--- src/rtl/mul_seq_ctrl_pkg.sv ---
// mul_seq_pkg
// Shared types for the sequential shift-add multiplier.
//   mul_state_t : controller state (IDLE -> CALC -> DONE -> IDLE)
//   cnt_width() : bits needed for a step counter that reaches WIDTH
package mul_seq_pkg;

  typedef enum logic [1:0] {
    IDLE = 2'd0,
    CALC = 2'd1,
    DONE = 2'd2
  } mul_state_t;

  function automatic int cnt_width(input int width);
    return $clog2(width + 1);
  endfunction

endpackage

--- src/rtl/mul_seq_ctrl_add_nbit.sv ---
// add_nbit
// Plain WIDTH-bit ripple adder, the single arithmetic resource that the
// multiplier reuses on every step.
//   x, y : WIDTH-bit addends
//   cin  : carry in
//   sum  : low WIDTH bits of x + y + cin
//   cout : carry out
module add_nbit #(
  parameter int WIDTH = 4
) (
  input  logic [WIDTH-1:0] x,
  input  logic [WIDTH-1:0] y,
  input  logic             cin,
  output logic [WIDTH-1:0] sum,
  output logic             cout
);

  logic [WIDTH:0] total;

  assign total = {1'b0, x} + {1'b0, y} + {{WIDTH{1'b0}}, cin};
  assign sum   = total[WIDTH-1:0];
  assign cout  = total[WIDTH];

endmodule

--- src/rtl/mul_seq_ctrl.sv ---
// mul_seq_ctrl
// Unsigned WIDTH x WIDTH sequential shift-add multiplier. One adder is
// reused for WIDTH steps; {acc, mq} is the running 2*WIDTH product register
// whose low half initially holds the multiplier.
//   clk, rst                  : clock, synchronous active-high reset
//   start_valid/start_ready/a/b : operand handshake (accepted only in IDLE)
//   busy                      : high in CALC or DONE
//   done_valid/done_ready     : result handshake, product held until taken
//   product                   : registered result, updated on entry to DONE
module mul_seq_ctrl #(
  parameter int WIDTH = 4
) (
  input  logic               clk,
  input  logic               rst,
  input  logic               start_valid,
  output logic               start_ready,
  input  logic [WIDTH-1:0]   a,
  input  logic [WIDTH-1:0]   b,
  output logic               busy,
  output logic               done_valid,
  input  logic               done_ready,
  output logic [2*WIDTH-1:0] product
);

  import mul_seq_pkg::*;

  localparam int              CW       = cnt_width(WIDTH);
  localparam logic [CW-1:0]   CNT_LAST = CW'(WIDTH - 1);

  mul_state_t         state_q, state_d;
  logic [WIDTH-1:0]   mcand_q, mcand_d;
  logic [WIDTH-1:0]   acc_q, acc_d;
  logic [WIDTH-1:0]   mq_q, mq_d;
  logic [CW-1:0]      cnt_q, cnt_d;
  logic [2*WIDTH-1:0] product_q, product_d;

  logic [WIDTH-1:0]   add_y;
  logic [WIDTH-1:0]   add_sum;
  logic               add_cout;

  // Add the multiplicand only when the current multiplier LSB is set.
  assign add_y = mq_q[0] ? mcand_q : '0;

  add_nbit #(.WIDTH(WIDTH)) u_add (
    .x    (acc_q),
    .y    (add_y),
    .cin  (1'b0),
    .sum  (add_sum),
    .cout (add_cout)
  );

  always_comb begin
    state_d   = state_q;
    mcand_d   = mcand_q;
    acc_d     = acc_q;
    mq_d      = mq_q;
    cnt_d     = cnt_q;
    product_d = product_q;
    case (state_q)
      IDLE: begin
        if (start_valid) begin
          mcand_d = a;
          mq_d    = b;
          acc_d   = '0;
          cnt_d   = '0;
          state_d = CALC;
        end
      end
      CALC: begin
        // Shift {cout, sum, mq} right by one: the carry lands in the acc MSB
        // and the sum LSB moves into the top of mq as a finished product bit.
        acc_d = {add_cout, add_sum[WIDTH-1:1]};
        mq_d  = {add_sum[0], mq_q[WIDTH-1:1]};
        cnt_d = cnt_q + CW'(1);
        if (cnt_q == CNT_LAST) begin
          state_d   = DONE;
          product_d = {acc_d, mq_d};
        end
      end
      DONE: begin
        if (done_ready) state_d = IDLE;
      end
      default: state_d = IDLE;
    endcase
  end

  always_ff @(posedge clk) begin
    if (rst) begin
      state_q   <= IDLE;
      mcand_q   <= '0;
      acc_q     <= '0;
      mq_q      <= '0;
      cnt_q     <= '0;
      product_q <= '0;
    end else begin
      state_q   <= state_d;
      mcand_q   <= mcand_d;
      acc_q     <= acc_d;
      mq_q      <= mq_d;
      cnt_q     <= cnt_d;
      product_q <= product_d;
    end
  end

  assign start_ready = (state_q == IDLE);
  assign busy        = (state_q != IDLE);
  assign done_valid  = (state_q == DONE);
  assign product     = product_q;

endmodule

--- config.mk ---
export PLATFORM = sky130hd
export DESIGN_NAME = mul_seq_ctrl
export DESIGN_NICKNAME = d
export VERILOG_FILES = /design/src/rtl/mul_seq_ctrl_pkg.sv /design/src/rtl/mul_seq_ctrl_add_nbit.sv /design/src/rtl/mul_seq_ctrl.sv
export SDC_FILE = /design/constraint.sdc
export NUM_CORES = 1
export LEC_CHECK = 0
export CORE_MARGIN = 3
export CORE_UTILIZATION = 54
export CTS_CLUSTER_DIAMETER = 30
export DETAILED_ROUTE_END_ITERATION = 10
export GPL_TIMING_DRIVEN = 0
export PLACE_DENSITY = 0.81
export SKIP_CTS_REPAIR_TIMING = 1
export SLEW_MARGIN = 25
export SYNTH_ARGS = -nofsm -noshare
export SYNTH_HDL_FRONTEND = slang
export SYNTH_HIERARCHICAL = 1
export SYNTH_SLANG_ARGS = --single-unit
--- constraint.sdc ---
create_clock -name clk -period 3.6 [get_ports clk]
set_input_delay 0.36 -clock clk [delete_from_list [all_inputs] [get_ports clk]]
set_output_delay 0.36 -clock clk [all_outputs]
set_load 0.01 [all_outputs]
==> results by stage, run 1 <==
Clock network:
- The clock latency of the later-clocked register in the worst-skew pair is just over 0.3 ns.
- The clock root buffer is sky130_fd_sc_hd__clkbuf_4.
- After clock tree synthesis, the clock-pin slew on the worst setup and hold paths is 0.13 ns.
- In this run the number of H-tree levels came out at 1.
- TritonCTS built the clock tree.
- In this run, CTS created clock tree buffers numbering 3.
- Clock tree synthesis found a total of 25 sinks.
- The number of buffers on the longest clock path is 2.

Routing:
- The total vias in the final route is between 900 and 1000.
- The length of the first detailed-routing pass in iterations is 6.
- After detailed routing, the number of vias per cell comes to 5.17.
- The count of nets left with antenna violations once routing finished came out at 0.
- The number of DRC violations after detailed-routing iteration 0 is 13.
- Dividing the detail-routed wire length by the instance count gives 12.3 µm.
- Summed over all layers, the routed wires come to 2210 µm.
- The total DRC errors in the routed layout is 0.

Cells and area:
- The share of cells above drive strength 1 is 0.0719.
- The sequential cell area in the final layout is 500 µm².
- For this run, the number of standard cells in the final layout without fillers is 180.
- The multi-input combinational cells in the finished layout cover a total of 607 µm².
- The net count of the finished layout is 173.
- Relative to the synthesized area, the layout overhead comes to 23.1%.
- The repair_antennas step left the layout with diodes totalling 0.
- The filler cells instantiated in the layout total 162.

GRT:
- The first global-routing pass estimated 3780 µm of wire.
- For this run, global-route usage on met3 was measured as 0.0256.
- The initial antenna violation count was 0.
- For this run, the total global-route usage over all layers was measured as 0.186.
- The most used routing layer in global routing is met2.
- The leftover overflow at the end of global routing is 0.
- The number of global-route vias before repair is 913.
- For met2 alone, demand over resource in global routing was 0.345.
- In the global route stage, met1 resource usage came out at 0.209.
- Entering global routing, the biggest net connects 14 pins.

Critical path:
- Traced cell by cell, the critical path runs through buf_6, or2_2, inv_1, clkdlybuf4s50_1.
- The delay of the slowest cell on the worst path is 0.52 ns.
- The critical path in this run is classified as flip-flop to primary output.
- The setup check on the worst reg-to-reg path leaves a slack of 1.66 ns.
- Measured in cells, the most critical reg-to-reg path has a length of 9.
- The worst register-to-register path begins at mq_q[0].
- The worst-path maximum fanout is 10.
- The end of the worst register-to-register path is acc_q[3].
- The startpoint kind of the worst setup timing path is a flip-flop.
- The largest individual stage delay along the critical path comes from the cell sky130_fd_sc_hd__clkdlybuf4s50_1.
- At the worst endpoint, the required time is 3.24 ns.
- The cell family contributing the most delay on the critical path is buffers and inverters.
- The capturing element type of the critical path is a primary output.
- The number of buffers and inverters on the critical path is 3.
- The data arrival at the endpoint of the critical path is 1.72 ns.

Hold path:
- The worst hold path stage count is 2.
- The tightest min-delay check is of the input pin to flip-flop type.
- For hold timing, the worst endpoint is mq_q[0].
- The launch instance of the worst min-delay path is rst.

Yosys:
- The total of warnings raised by yosys is 6.
- The share of the yosys chip area belonging to registers is 0.427.
- The cell type contributing the most total cell area after synthesis is sky130_fd_sc_hd__dfxtp_1.
- Yosys attributes the largest share of cell area to sky130_fd_sc_hd__dfxtp_1, sky130_fd_sc_hd__mux2i_1, sky130_fd_sc_hd__ha_1, sky130_fd_sc_hd__nand2_1, sky130_fd_sc_hd__nor2_1.
- The netlist area before placement is between 0.001 and 0.0015 mm².
- By count the netlist is led by sky130_fd_sc_hd__dfxtp_1, sky130_fd_sc_hd__nand2_1, sky130_fd_sc_hd__nor2_1.
- The synthesized design contains 0 enable-type register cells.
- Counting distinct cell types in the post-synthesis netlist gives 31.
- The share of async-settable or async-resettable flops after synthesis is 0.
- The share of Yosys cell area claimed by the top area cell type is 0.427.
- When the netlist entered floorplanning its net count stood at between 100 and 150.
- Synthesis handed over a netlist of 128 instances.
- The flip-flop cell with the highest count after synthesis is sky130_fd_sc_hd__dfxtp_1.
- The mean cell area of the mapped netlist is around 9.2 µm².
- The leading cell type by number of instances after synthesis is sky130_fd_sc_hd__dfxtp_1.
- The synthesized flop and latch total is 25.

Floorplan:
- After floorplanning, the core was sized to cover 0.00200 mm².
- The die boundary width is around 53 µm.
- The starting density of the core is 0.586.
- In this run the count of I/O pins placed on the die edge is 23.
- The number of cell rows is 16.
- The die is 52.6 µm tall.
- The area of the die is 0.00277 mm².

Power and ir drop:
- The worst-case IR drop observed on VDD is 0.251 mV.
- The overall power is 0.000479 W.
- For this design the static power due to leakage is between 0.5 and 0.6 nW.
- Power spread over the standard cell area amounts to ~330 mW/mm².

STA:
- The number of hold violations in the final report is 0.
- The setup slack after layout is 1.52 ns.
- Between clock sinks in the finished design, the worst skew comes to 0.00752 ns.
- Of the available clock period, the critical path in the final layout requires 0.577.
- Timing would allow up to 0.482 GHz.
- The number of pins exceeding their max-slew limit in the final report is 0.
- Setup repair after global routing left no endpoint under its margin.
- The total negative setup slack is 0 ns.
- The time the worst path needs with I/O delays and setup is 2.08 ns.
- Setup violations remaining at the end of the flow were counted as 0.
- The minimum hold slack is 0.415 ns.

Placed design:
- The post-placement setup slack is roughly 1.7 ns.
- The weighted congestion at the end of routability-driven global placement is 0.780.
- Port buffering added 21 buffers.
- The HPWL after detailed placement is 1730 µm.
- Counting tap cells, the placed design contains a total of 176 instances.

Job:
- Across the run, the number of max-cap violations was 0.

Run status:
- The flow ran to the end, and the final reports show no timing, DRC or antenna violations.
[metal layers]
layer	up-vias	wire length, µm
met5	-	0
met3	6	102
met1	425	973
li1	472	-
met2	28	1120
met4	0	19
[cell type report]
cell class                 instances  area share
multi-input combinational         89       0.421
sequential                        25       0.347
timing repair buffer              21       0.146
buffer                             6      0.0243
tap                               27      0.0234
inverter                           8      0.0208
clock buffer                       4      0.0182
[stage by stage]
step	cell area [µm²]	utilization
4_1_cts	1440	0.721
3_5_place_dp	1420	0.708
2_1_floorplan	1170	-
5_1_grt	1440	0.721
3_3_place_gp	1420	0.708
6_report	1440	0.721
[how the worst max path moves through the flow]
stage                           from           to  slack, ns  depth (start not counted)
after floorplan              mq_q[0]     acc_q[3]       1.87                          9
after global placement       mq_q[0]     acc_q[3]       1.75                          9
after detailed placement     mq_q[0]     acc_q[3]       1.69                          9
after CTS                 state_q[0]  start_ready       1.51                          4
after global routing      state_q[0]  start_ready       1.46                          4
final                     state_q[0]  start_ready       1.52                          4
[report_power, final]
| group | switching (W) | leakage [nW] | internal [W] |
|---|---|---|---|
| registers | 0.00000668 | 0.204 | 0.000286 |
| clock network | 0.0000802 | 0.0150 | 0.0000433 |
| logic | 0.0000294 | 0.358 | 0.0000329 |
| total | 0.000116 | 0.577 | 0.000362 |
[flip-flops by register name, indices dropped and copies added, names as in the netlist]
signal and count:
acc_q 4, mq_q 4, product 8, state_q 2, cnt_q 3, mcand_q 4
[cells by family (layout without fill, tap and decap cells)]
kind of cell               count (synthesis)  after routing  synth area share
AOI/OAI and AO/OA                         24             24             0.139
xor gates and xnor gates                   2              2            0.0149
adders and majority gates                  7              7            0.0875
buffers and inverters                     14             39            0.0555
DFF                                       25             25             0.427
muxes                                     10             10            0.0854
other                                      1              1           0.00320
and+or+nand+nor                           45             45             0.188
[placed cells by master, fill, tap and decap left out, types with 2 or more instances in the layout]
cell / instances
sky130_fd_sc_hd__and2_1: 4
sky130_fd_sc_hd__a211oi_1: 4
sky130_fd_sc_hd__fa_1: 2
sky130_fd_sc_hd__dfxtp_1: 25
sky130_fd_sc_hd__clkdlybuf4s50_1: 21
sky130_fd_sc_hd__nand2b_1: 2
sky130_fd_sc_hd__inv_1: 8
sky130_fd_sc_hd__a22oi_1: 6
sky130_fd_sc_hd__ha_1: 5
sky130_fd_sc_hd__xnor2_1: 2
sky130_fd_sc_hd__nor2_1: 15
sky130_fd_sc_hd__mux2i_1: 10
sky130_fd_sc_hd__nor2b_1: 2
sky130_fd_sc_hd__a21oi_1: 9
sky130_fd_sc_hd__clkbuf_4: 3
sky130_fd_sc_hd__nand2_1: 16
sky130_fd_sc_hd__clkbuf_1: 3
Power figures use the tool's default switching activity.
==> run 2, diff against run 1 <==
CORE_UTILIZATION = 50   (was 54)
PLACE_DENSITY = 0.76   (was 0.81)
clock period = 2.15 ns   (was 3.6 ns; I/O delays follow)
==> run 2 against run 1 <==
Sequential share of layout area unchanged. Via count up 1.4%. Combinational power up 65%. Sequential cell count unchanged. Critical path depth unchanged. Clock-buffer cell count unchanged. Register-to-register slack worse by 1.4 ns. Non-clock buffer count unchanged. Clock skew down 0.0035 ns. Wire length up 5.0%. Core utilization down 2.8 points.
==> results by stage, run 2 (synthesis gave the netlist of run 1 again) <==
Cells and area:
- The final design utilization is 0.693 (was 0.721).
- The final cell count without fillers is 180 (unchanged).
- The antenna diode count is 0 (unchanged).
- The count of filler cells inserted in the layout came to 177 (was 162).
- Most used cells in the layout excluding fill and tap cells: sky130_fd_sc_hd__dfxtp_1, sky130_fd_sc_hd__clkdlybuf4s50_1, sky130_fd_sc_hd__nand2_1 (unchanged).
- The synthesis-to-finish area growth was 23.1% (unchanged).
- The share of cells above drive strength 1 is 0.0719 (unchanged).
- The most common cell after layout, fill and taps aside is sky130_fd_sc_hd__dfxtp_1 (unchanged).
- The number of nets in the layout is 173 (unchanged).
- The number of flip-flops in the largest register is 8 (unchanged).

Placed design:
- The count of placed standard cells including taps was 176 (unchanged).
- The number of input and output port buffers inserted is 21 (unchanged).
- The post-placement setup slack came to 0.232 ns (was 1.69 ns).
- The weighted congestion at the end of routability-driven global placement came to 0.792 (was 0.780).
- The estimated wirelength of the detail-placed design came to 1770 µm (was 1730 µm).

Power and ir drop:
- The areal power density over the cells came to 554 mW/mm² (was 332 mW/mm²).
- The power dissipated by switching net loads is 0.000193 W (was 0.000116 W).
- The total internal power came to 0.000606 W (was 0.000362 W).
- The worst supply voltage drop on vdd is 0.426 mV (was 0.251 mV).
- The switching part of the total power is 0.242 (was 0.243).
- The combinational share of power was 0.129 (was 0.130).
- The power share of the clock group is 0.258 (about the same).
- The proportion of power drawn by flip-flops and latches is 0.613 (was 0.612).
- The standby leakage power is 0.577 nW (unchanged).

STA:
- The setup slack after layout is 0.205 ns (was 1.52 ns).
- The largest clock skew in the final design was 0.00400 ns (was 0.00752 ns).
- The final setup violation count is 0 (unchanged).
- Counting I/O delays and the setup requirement, the final critical path takes ~1.9 ns.
- The number of pins exceeding their max-slew limit in the final report was 0 (unchanged).
- Setup repair after global routing missed its margin: no (unchanged).
- The fraction of the cycle the final worst path needs is 0.905.
- For this run, the top clock speed supported by timing is 0.514 GHz.
- The number of hold violations in the final report is 0 (unchanged).
- The total negative setup slack is 0 ns (unchanged).

GRT:
- The global-route track usage on met3 was 0.0381 (was 0.0256).
- The initial antenna violation count came to 0 (unchanged).
- The number of global-route vias before repair came to 939 (was 913).
- The global-route track usage on met2 came to 0.343 (was 0.345).
- The wire length of the first global-routing pass came to 3910 µm (was 3780 µm).
- The leftover overflow at the end of global routing came to 0 (unchanged).
- The aggregate global-route resource usage is 0.185 (was 0.186).
- The global-route track usage on met1 was 0.202 (was 0.209).
- The most used routing layer in global routing is met2 (unchanged).
- The maximum number of pins on one net before global-route repair is 14 (unchanged).

Critical path:
- The startpoint kind of the worst setup timing path is a flip-flop (unchanged).
- The data required time at the worst endpoint was 1.93 ns (was 3.24 ns).
- The critical path's slowest cell is sky130_fd_sc_hd__clkdlybuf4s50_1 (unchanged).
- The capturing element type of the critical path was a primary output (unchanged).
- The critical path class is flip-flop to primary output (unchanged).
- The worst-path maximum fanout came to 10 (unchanged).
- The data arrival at the endpoint of the critical path came to 1.73 ns (was 1.72 ns).
- The delay of the slowest cell on the worst path came to 0.52 ns (about the same).
- Critical path cell sequence: buf_6, or2_2, inv_1, clkdlybuf4s50_1 (unchanged).

Routing:
- The routed wire length was 2320 µm (was 2210 µm).
- The final antenna-violating net count came to 0 (unchanged).
- The total vias in the final route was 944 (was 931).
- The detail-routed via count per cell is 5.24 (was 5.17).
- The number of DRC violations after detailed-routing iteration 0 is 5 (was 13).
- The detailed-route wire length per cell was 12.9 µm (was 12.3 µm).
- The length of the first detailed-routing pass in iterations came to 4 (was 6).
- The total DRC errors in the routed layout is 0 (unchanged).

Floorplan:
- The starting density of the core is 0.563 (was 0.586).
- The number of cell rows came to 16 (unchanged).
- The area of the die is 0.00296 mm² (was 0.00277 mm²).
- The I/O pin total was 23 (unchanged).
- The die extent in y came to 54.4 µm (was 52.6 µm).
- The die boundary width is 54.4 µm (was 52.6 µm).
- The area of the core is 0.00208 mm² (was 0.00200 mm²).

Hold path:
- The class of the tightest hold or removal check is input pin to flip-flop (unchanged).

Clock network:
- The number of buffers created by CTS was 3 (unchanged).
- The number of buffers on the longest clock path is 2 (unchanged).
- The TritonCTS clock tree is built (unchanged).
- The clock latency of the later-clocked register in the worst-skew pair is 0.31 ns (about the same).
- The clock root buffer is sky130_fd_sc_hd__clkbuf_4 (unchanged).
- The count of H-tree levels built during CTS came to 1 (unchanged).
- The clock edge transition at the registers on the reported setup and hold paths was 0.13 ns (about the same).
- The clock net sink count is 25 (unchanged).

Run status:
- Run status: finished clean (unchanged).

Job:
- The max-cap check violation count is 0 (unchanged).
==> run 2: cell counts in the layout (fill, tap and decap cells not counted) <==
No cell type changed its count.
==> run 2: worst paths after layout <==
check / from / cells past startpoint / slack [ns] / endpoint
max: state_q[0] / 4 / 0.20 / start_ready
min: rst / 2 / 0.27 / mq_q[1]
max reg2reg: mq_q[0] / 9 / 0.22 / acc_q[3]
min reg2reg: product[6] / 2 / 0.47 / product[6]
==> run 2: area by class of cell <==
cell class                 instances  area, µm²  share of cell area
sequential                        25        500               0.347
tap                               27       33.8              0.0234
buffer                             6       35.0              0.0243
inverter                           8       30.0              0.0208
timing repair buffer              21        210               0.146
multi-input combinational         89        607               0.421
clock buffer                       4       26.3              0.0182
==> run 2: through the flow <==
stage          hold WS [ns]  total power (W)  area, µm²
2_1_floorplan         0.362         0.000564       1170
3_3_place_gp          0.444         0.000601       1420
3_5_place_dp          0.448         0.000605       1420
4_1_cts               0.258         0.000808       1440
5_1_grt               0.295         0.000837       1440
6_report              0.274         0.000800       1440
==> run 2: metal layers <==
layer	wire length [µm]	up-vias
met5	0	-
met4	31	0
met3	85	6
met2	1230	21
met1	973	440
li1	-	477
==> run 2: power by group through the flow <==
stage | clock network [W] | registers, W | logic, W
after floorplan | 0 | 0.000498 | 0.0000662
after global placement | 0 | 0.000500 | 0.000101
after detailed placement | 0 | 0.000501 | 0.000104
after CTS | 0.000213 | 0.000490 | 0.000105
after global routing | 0.000229 | 0.000493 | 0.000116
final | 0.000206 | 0.000490 | 0.000103
==> run 2: worst max-delay path: cells and delay by family, from the launching register on <==
family	cells	cell delay (ns)
buffers and inverters	3	0.74
DFF	1	0.37
and+or+nand+nor	1	0.31
==> run 3, diff against run 2 <==
ABC_AREA = 1   (was not set)
CORE_UTILIZATION = 54   (was 50)
CTS_BUF_LIST = sky130_fd_sc_hd__clkbuf_8   (was not set)
PLACE_DENSITY = 0.79   (was 0.76)
SLEW_MARGIN = not set   (was 25)
==> run 3 against run 2 <==
Core utilization grew 2.4 points. Sequential cell count is the same. Largest cell class unchanged. Largest power group unchanged. Die area grew 5.2%. Clock skew shrank 0.0017 ns. Maximum frequency grew 2.5%. Via count grew 30%. Combinational power grew 38%. Worst setup slack gained 0.048 ns. Cell count grew 43%.
==> results by stage, run 3 <==
Critical path:
- The end of the worst register-to-register path is product[4] (was acc_q[3]).
- The capturing element type of the critical path is a flip-flop (was primary output).
- The launching point of the worst reg2reg path is mq_q[0] (unchanged).
- The depth of the worst register-to-register path is 10 (was 9).
- The critical path class is flip-flop to flip-flop (was flip-flop to primary output).
- The worst-path maximum fanout is 5 (was 10).
- The startpoint kind of the worst setup timing path is a flip-flop (unchanged).
- The data arrival at the endpoint of the critical path is 2.11 ns (was 1.73 ns).
- The data required time at the worst endpoint is 2.36 ns (was 1.93 ns).
- The register-to-register setup slack was 0.25 ns (was 0.22 ns).

Yosys:
- The mean cell area of the mapped netlist is 6.54 µm² (was 9.16 µm²).
- The synthesized netlist net count is 224 (was 147).
- The netlist area before placement is 0.00134 mm² (was 0.00117 mm²).
- The count of flip-flops with a built-in enable after synthesis was 0 (unchanged).
- The share of async-settable or async-resettable flops after synthesis is 0 (unchanged).
- The flip-flop cell with the highest count after synthesis is sky130_fd_sc_hd__dfxtp_1 (unchanged).
- The number of standard cells after synthesis came to 205 (was 128).
- Cell types with the highest counts after synthesis: sky130_fd_sc_hd__nand2_1, sky130_fd_sc_hd__inv_1, sky130_fd_sc_hd__nor2_1 (was sky130_fd_sc_hd__dfxtp_1, sky130_fd_sc_hd__nand2_1, sky130_fd_sc_hd__nor2_1).
- The leading cell type by number of instances after synthesis is sky130_fd_sc_hd__nand2_1 (was sky130_fd_sc_hd__dfxtp_1).
- The number of distinct library cell variants in the gate-level netlist after synthesis is 21 (was 31).
- The share of the yosys chip area belonging to registers is 0.373 (was 0.427).
- Biggest area contributors in the synthesized netlist: sky130_fd_sc_hd__dfxtp_1, sky130_fd_sc_hd__nand2_1, sky130_fd_sc_hd__inv_1, sky130_fd_sc_hd__nor2_1, sky130_fd_sc_hd__ha_1 (was sky130_fd_sc_hd__dfxtp_1, sky130_fd_sc_hd__mux2i_1, sky130_fd_sc_hd__ha_1, sky130_fd_sc_hd__nand2_1, sky130_fd_sc_hd__nor2_1).
- The share of Yosys cell area claimed by the top area cell type came to 0.373 (was 0.427).
- The total of warnings raised by yosys is 6 (unchanged).
- The cell type contributing the most total cell area after synthesis was sky130_fd_sc_hd__dfxtp_1 (unchanged).
- The synthesized flop and latch total is 25 (unchanged).

Floorplan:
- The die extent in y came to 55.8 µm (was 54.4 µm).
- The area of the core is 0.00228 mm² (was 0.00208 mm²).
- The die boundary width is 55.8 µm (was 54.4 µm).
- The number of cell rows is 17 (was 16).
- The area of the die came to 0.00312 mm² (was 0.00296 mm²).
- The I/O pin total came to 23 (unchanged).
- The starting density of the core came to 0.589 (was 0.563).

GRT:
- The wire length of the first global-routing pass is 4880 µm (was 3910 µm).
- The initial antenna violation count is 0 (unchanged).
- The leftover overflow at the end of global routing is 0 (unchanged).
- The maximum number of pins on one net before global-route repair is 15 (was 14).
- The aggregate global-route resource usage came to 0.194 (was 0.185).
- The number of global-route vias before repair is 1176 (was 939).

Run status:
- Run status: finished clean (unchanged).

Cells and area:
- The most common cell after layout, fill and taps aside was sky130_fd_sc_hd__nand2_1 (was sky130_fd_sc_hd__dfxtp_1).
- The final design utilization was 0.717 (was 0.693).
- The share of cells above drive strength 1 is 0.0739 (was 0.0719).
- The number of nets in the layout came to 250 (was 173).
- The antenna diode count is 0 (unchanged).
- Most used cells in the layout excluding fill and tap cells: sky130_fd_sc_hd__nand2_1, sky130_fd_sc_hd__inv_1, sky130_fd_sc_hd__nor2_1 (was sky130_fd_sc_hd__dfxtp_1, sky130_fd_sc_hd__clkdlybuf4s50_1, sky130_fd_sc_hd__nand2_1).
- The number of flip-flops in the largest register was 8 (unchanged).
- The area of all placed cells without fillers is 0.00163 mm² (was 0.00144 mm²).
- The synthesis-to-finish area growth is 21.8% (was 23.1%).

Routing:
- The total vias in the final route was 1226 (was 944).
- The number of DRC violations after detailed-routing iteration 0 is 32 (was 5).
- The detail-routed via count per cell is 4.75 (was 5.24).
- The met2 wire length is 1360 µm (was 1230 µm).
- The detailed-route wire length per cell was 11.0 µm (was 12.9 µm).
- The length of the first detailed-routing pass in iterations came to 4 (unchanged).
- The uppermost metal layer occupied by signal nets was met4 (unchanged).
- The total DRC errors in the routed layout was 0 (unchanged).
- The routed length on met3 is 120 µm (was 85 µm).
- The total routed wire length on the met1 layer is 1310 µm (was 973 µm).
- The routed wire length was 2830 µm (was 2320 µm).
- The final antenna-violating net count came to 0 (unchanged).

STA:
- The time the worst path needs with I/O delays and setup is 1.90 ns (was 1.95 ns).
- The highest clock frequency the design can meet is 0.527 GHz (was 0.514 GHz).
- Setup repair after global routing missed its margin: no (unchanged).
- The final setup violation count is 0 (unchanged).
- The number of hold violations in the final report is 0 (unchanged).
- The fraction of the cycle the final worst path needs is 0.882 (was 0.905).
- The setup slack after layout is 0.253 ns (was 0.205 ns).
- The total negative setup slack is 0 ns (unchanged).
- The largest clock skew in the final design is 0.00228 ns (was 0.00400 ns).
- The number of pins exceeding their max-slew limit in the final report is 0 (unchanged).

Job:
- The max-cap check violation count is 0 (unchanged).

Clock network:
- The TritonCTS clock tree is built (unchanged).
- The number of buffers created by CTS was 3 (unchanged).
- The clock net sink count came to 25 (unchanged).
- The clock root buffer is sky130_fd_sc_hd__clkbuf_8 (was sky130_fd_sc_hd__clkbuf_4).
- The clock edge transition at the registers on the reported setup and hold paths is 0.09 ns (was 0.13 ns).
- The clock latency of the later-clocked register in the worst-skew pair was 0.27 ns (was 0.31 ns).
- The number of buffers on the longest clock path was 2 (unchanged).
- The count of H-tree levels built during CTS is 1 (unchanged).

Hold path:
- The worst hold path stage count is 2 (unchanged).
- The launch instance of the worst min-delay path is rst (unchanged).
- The worst hold path endpoint is acc_q[1] (was mq_q[1]).
- The class of the tightest hold or removal check is input pin to flip-flop (unchanged).

Power and ir drop:
- The worst supply voltage drop on vdd is 0.459 mV (was 0.426 mV).
- The areal power density over the cells is 561 mW/mm² (was 554 mW/mm²).
- The standby leakage power was 0.794 nW (was 0.577 nW).

Placed design:
- The post-placement setup slack came to 0.302 ns (was 0.232 ns).
- The weighted congestion at the end of routability-driven global placement came to 0.789 (was 0.792).
- The post-placement cell area is 0.00159 mm² (was 0.00142 mm²).
- The number of input and output port buffers inserted is 21 (unchanged).
- The estimated wirelength of the detail-placed design is 2140 µm (was 1770 µm).
## run 3: cell types whose count changed after synthesis, moves of 3 or more
cell                       change
sky130_fd_sc_hd__nand2_1      +48
sky130_fd_sc_hd__and2_1        -4
sky130_fd_sc_hd__a211oi_1      -4
sky130_fd_sc_hd__inv_2         +3
sky130_fd_sc_hd__o21ai_0       +4
sky130_fd_sc_hd__mux2i_1      -10
sky130_fd_sc_hd__a22oi_1       -6
sky130_fd_sc_hd__nand3_1       +7
sky130_fd_sc_hd__inv_1        +35
sky130_fd_sc_hd__nor2_1       +13
## run 3: logic make-up after synthesis
family | synth area share
AO/OA/AOI/OAI | 0.0719
XOR/XNOR | 0.00654
adder cells (fa/ha/maj) | 0.0766
buffers and inverters | 0.150
flip-flops | 0.373
other | 0.00280
AND/OR/NAND/NOR | 0.318
## run 3: final cells by class
class / instances / area [µm²]
fillers: 192 / 644
multi-input cells: 130 / 638
flip-flops and latches: 25 / 500
repair buffers: 21 / 210
inverters: 46 / 173
clock buffers: 3 / 41.3
well taps: 28 / 35.0
plain buffers: 4 / 28.8
clock inverters: 1 / 5.00
## run 3: power breakdown
group | leakage (nW) | internal [W] | switching (W)
clock network | 0.0255 | 0.000130 | 0.000150
logic | 0.564 | 0.0000616 | 0.0000799
registers | 0.204 | 0.000482 | 0.0000116
## run 3: how the worst max path moves through the flow
| stage | cells after the start | endpoint | startpoint | slack (ns) |
|---|---|---|---|---|
| final | 10 | product[4] | mq_q[0] | 0.25 |
| after floorplan | 10 | product[4] | mq_q[0] | 0.49 |
| after global routing | 10 | product[4] | mq_q[0] | 0.10 |
| after detailed placement | 10 | product[4] | mq_q[0] | 0.30 |
| after global placement | 10 | product[4] | mq_q[0] | 0.37 |
| after CTS | 10 | product[4] | mq_q[0] | 0.26 |
## run 3: per-layer routing
layer / global-route usage / vias to the layer above
li1: - / 644
met1: 0.226 / 536
met2: 0.348 / 36
met3: 0.0464 / 10
met4: 0.0610 / 0
met5: 0 / -
## run 3: metrics by stage
stage / hold WS, ns / total power (W) / cells
after floorplan: 0.380 / 0.000596 / 205
after global placement: 0.447 / 0.000639 / 254
after detailed placement: 0.458 / 0.000645 / 254
after CTS: 0.203 / 0.000922 / 258
after global routing: 0.231 / 0.000960 / 258
final: 0.211 / 0.000915 / 258
## run 3: critical path, stage by stage, from the launching register on
cell and delay, ns:
sky130_fd_sc_hd__dfxtp_1 0.36, sky130_fd_sc_hd__nand2_1 0.10, sky130_fd_sc_hd__inv_1 0.07, sky130_fd_sc_hd__fa_1 0.47, sky130_fd_sc_hd__inv_1 0.10, sky130_fd_sc_hd__fa_1 0.41, sky130_fd_sc_hd__inv_1 0.09, sky130_fd_sc_hd__inv_1 0.04
sky130_fd_sc_hd__nand2_1 0.06, sky130_fd_sc_hd__nand2_1 0.05, sky130_fd_sc_hd__nor2_1 0.08
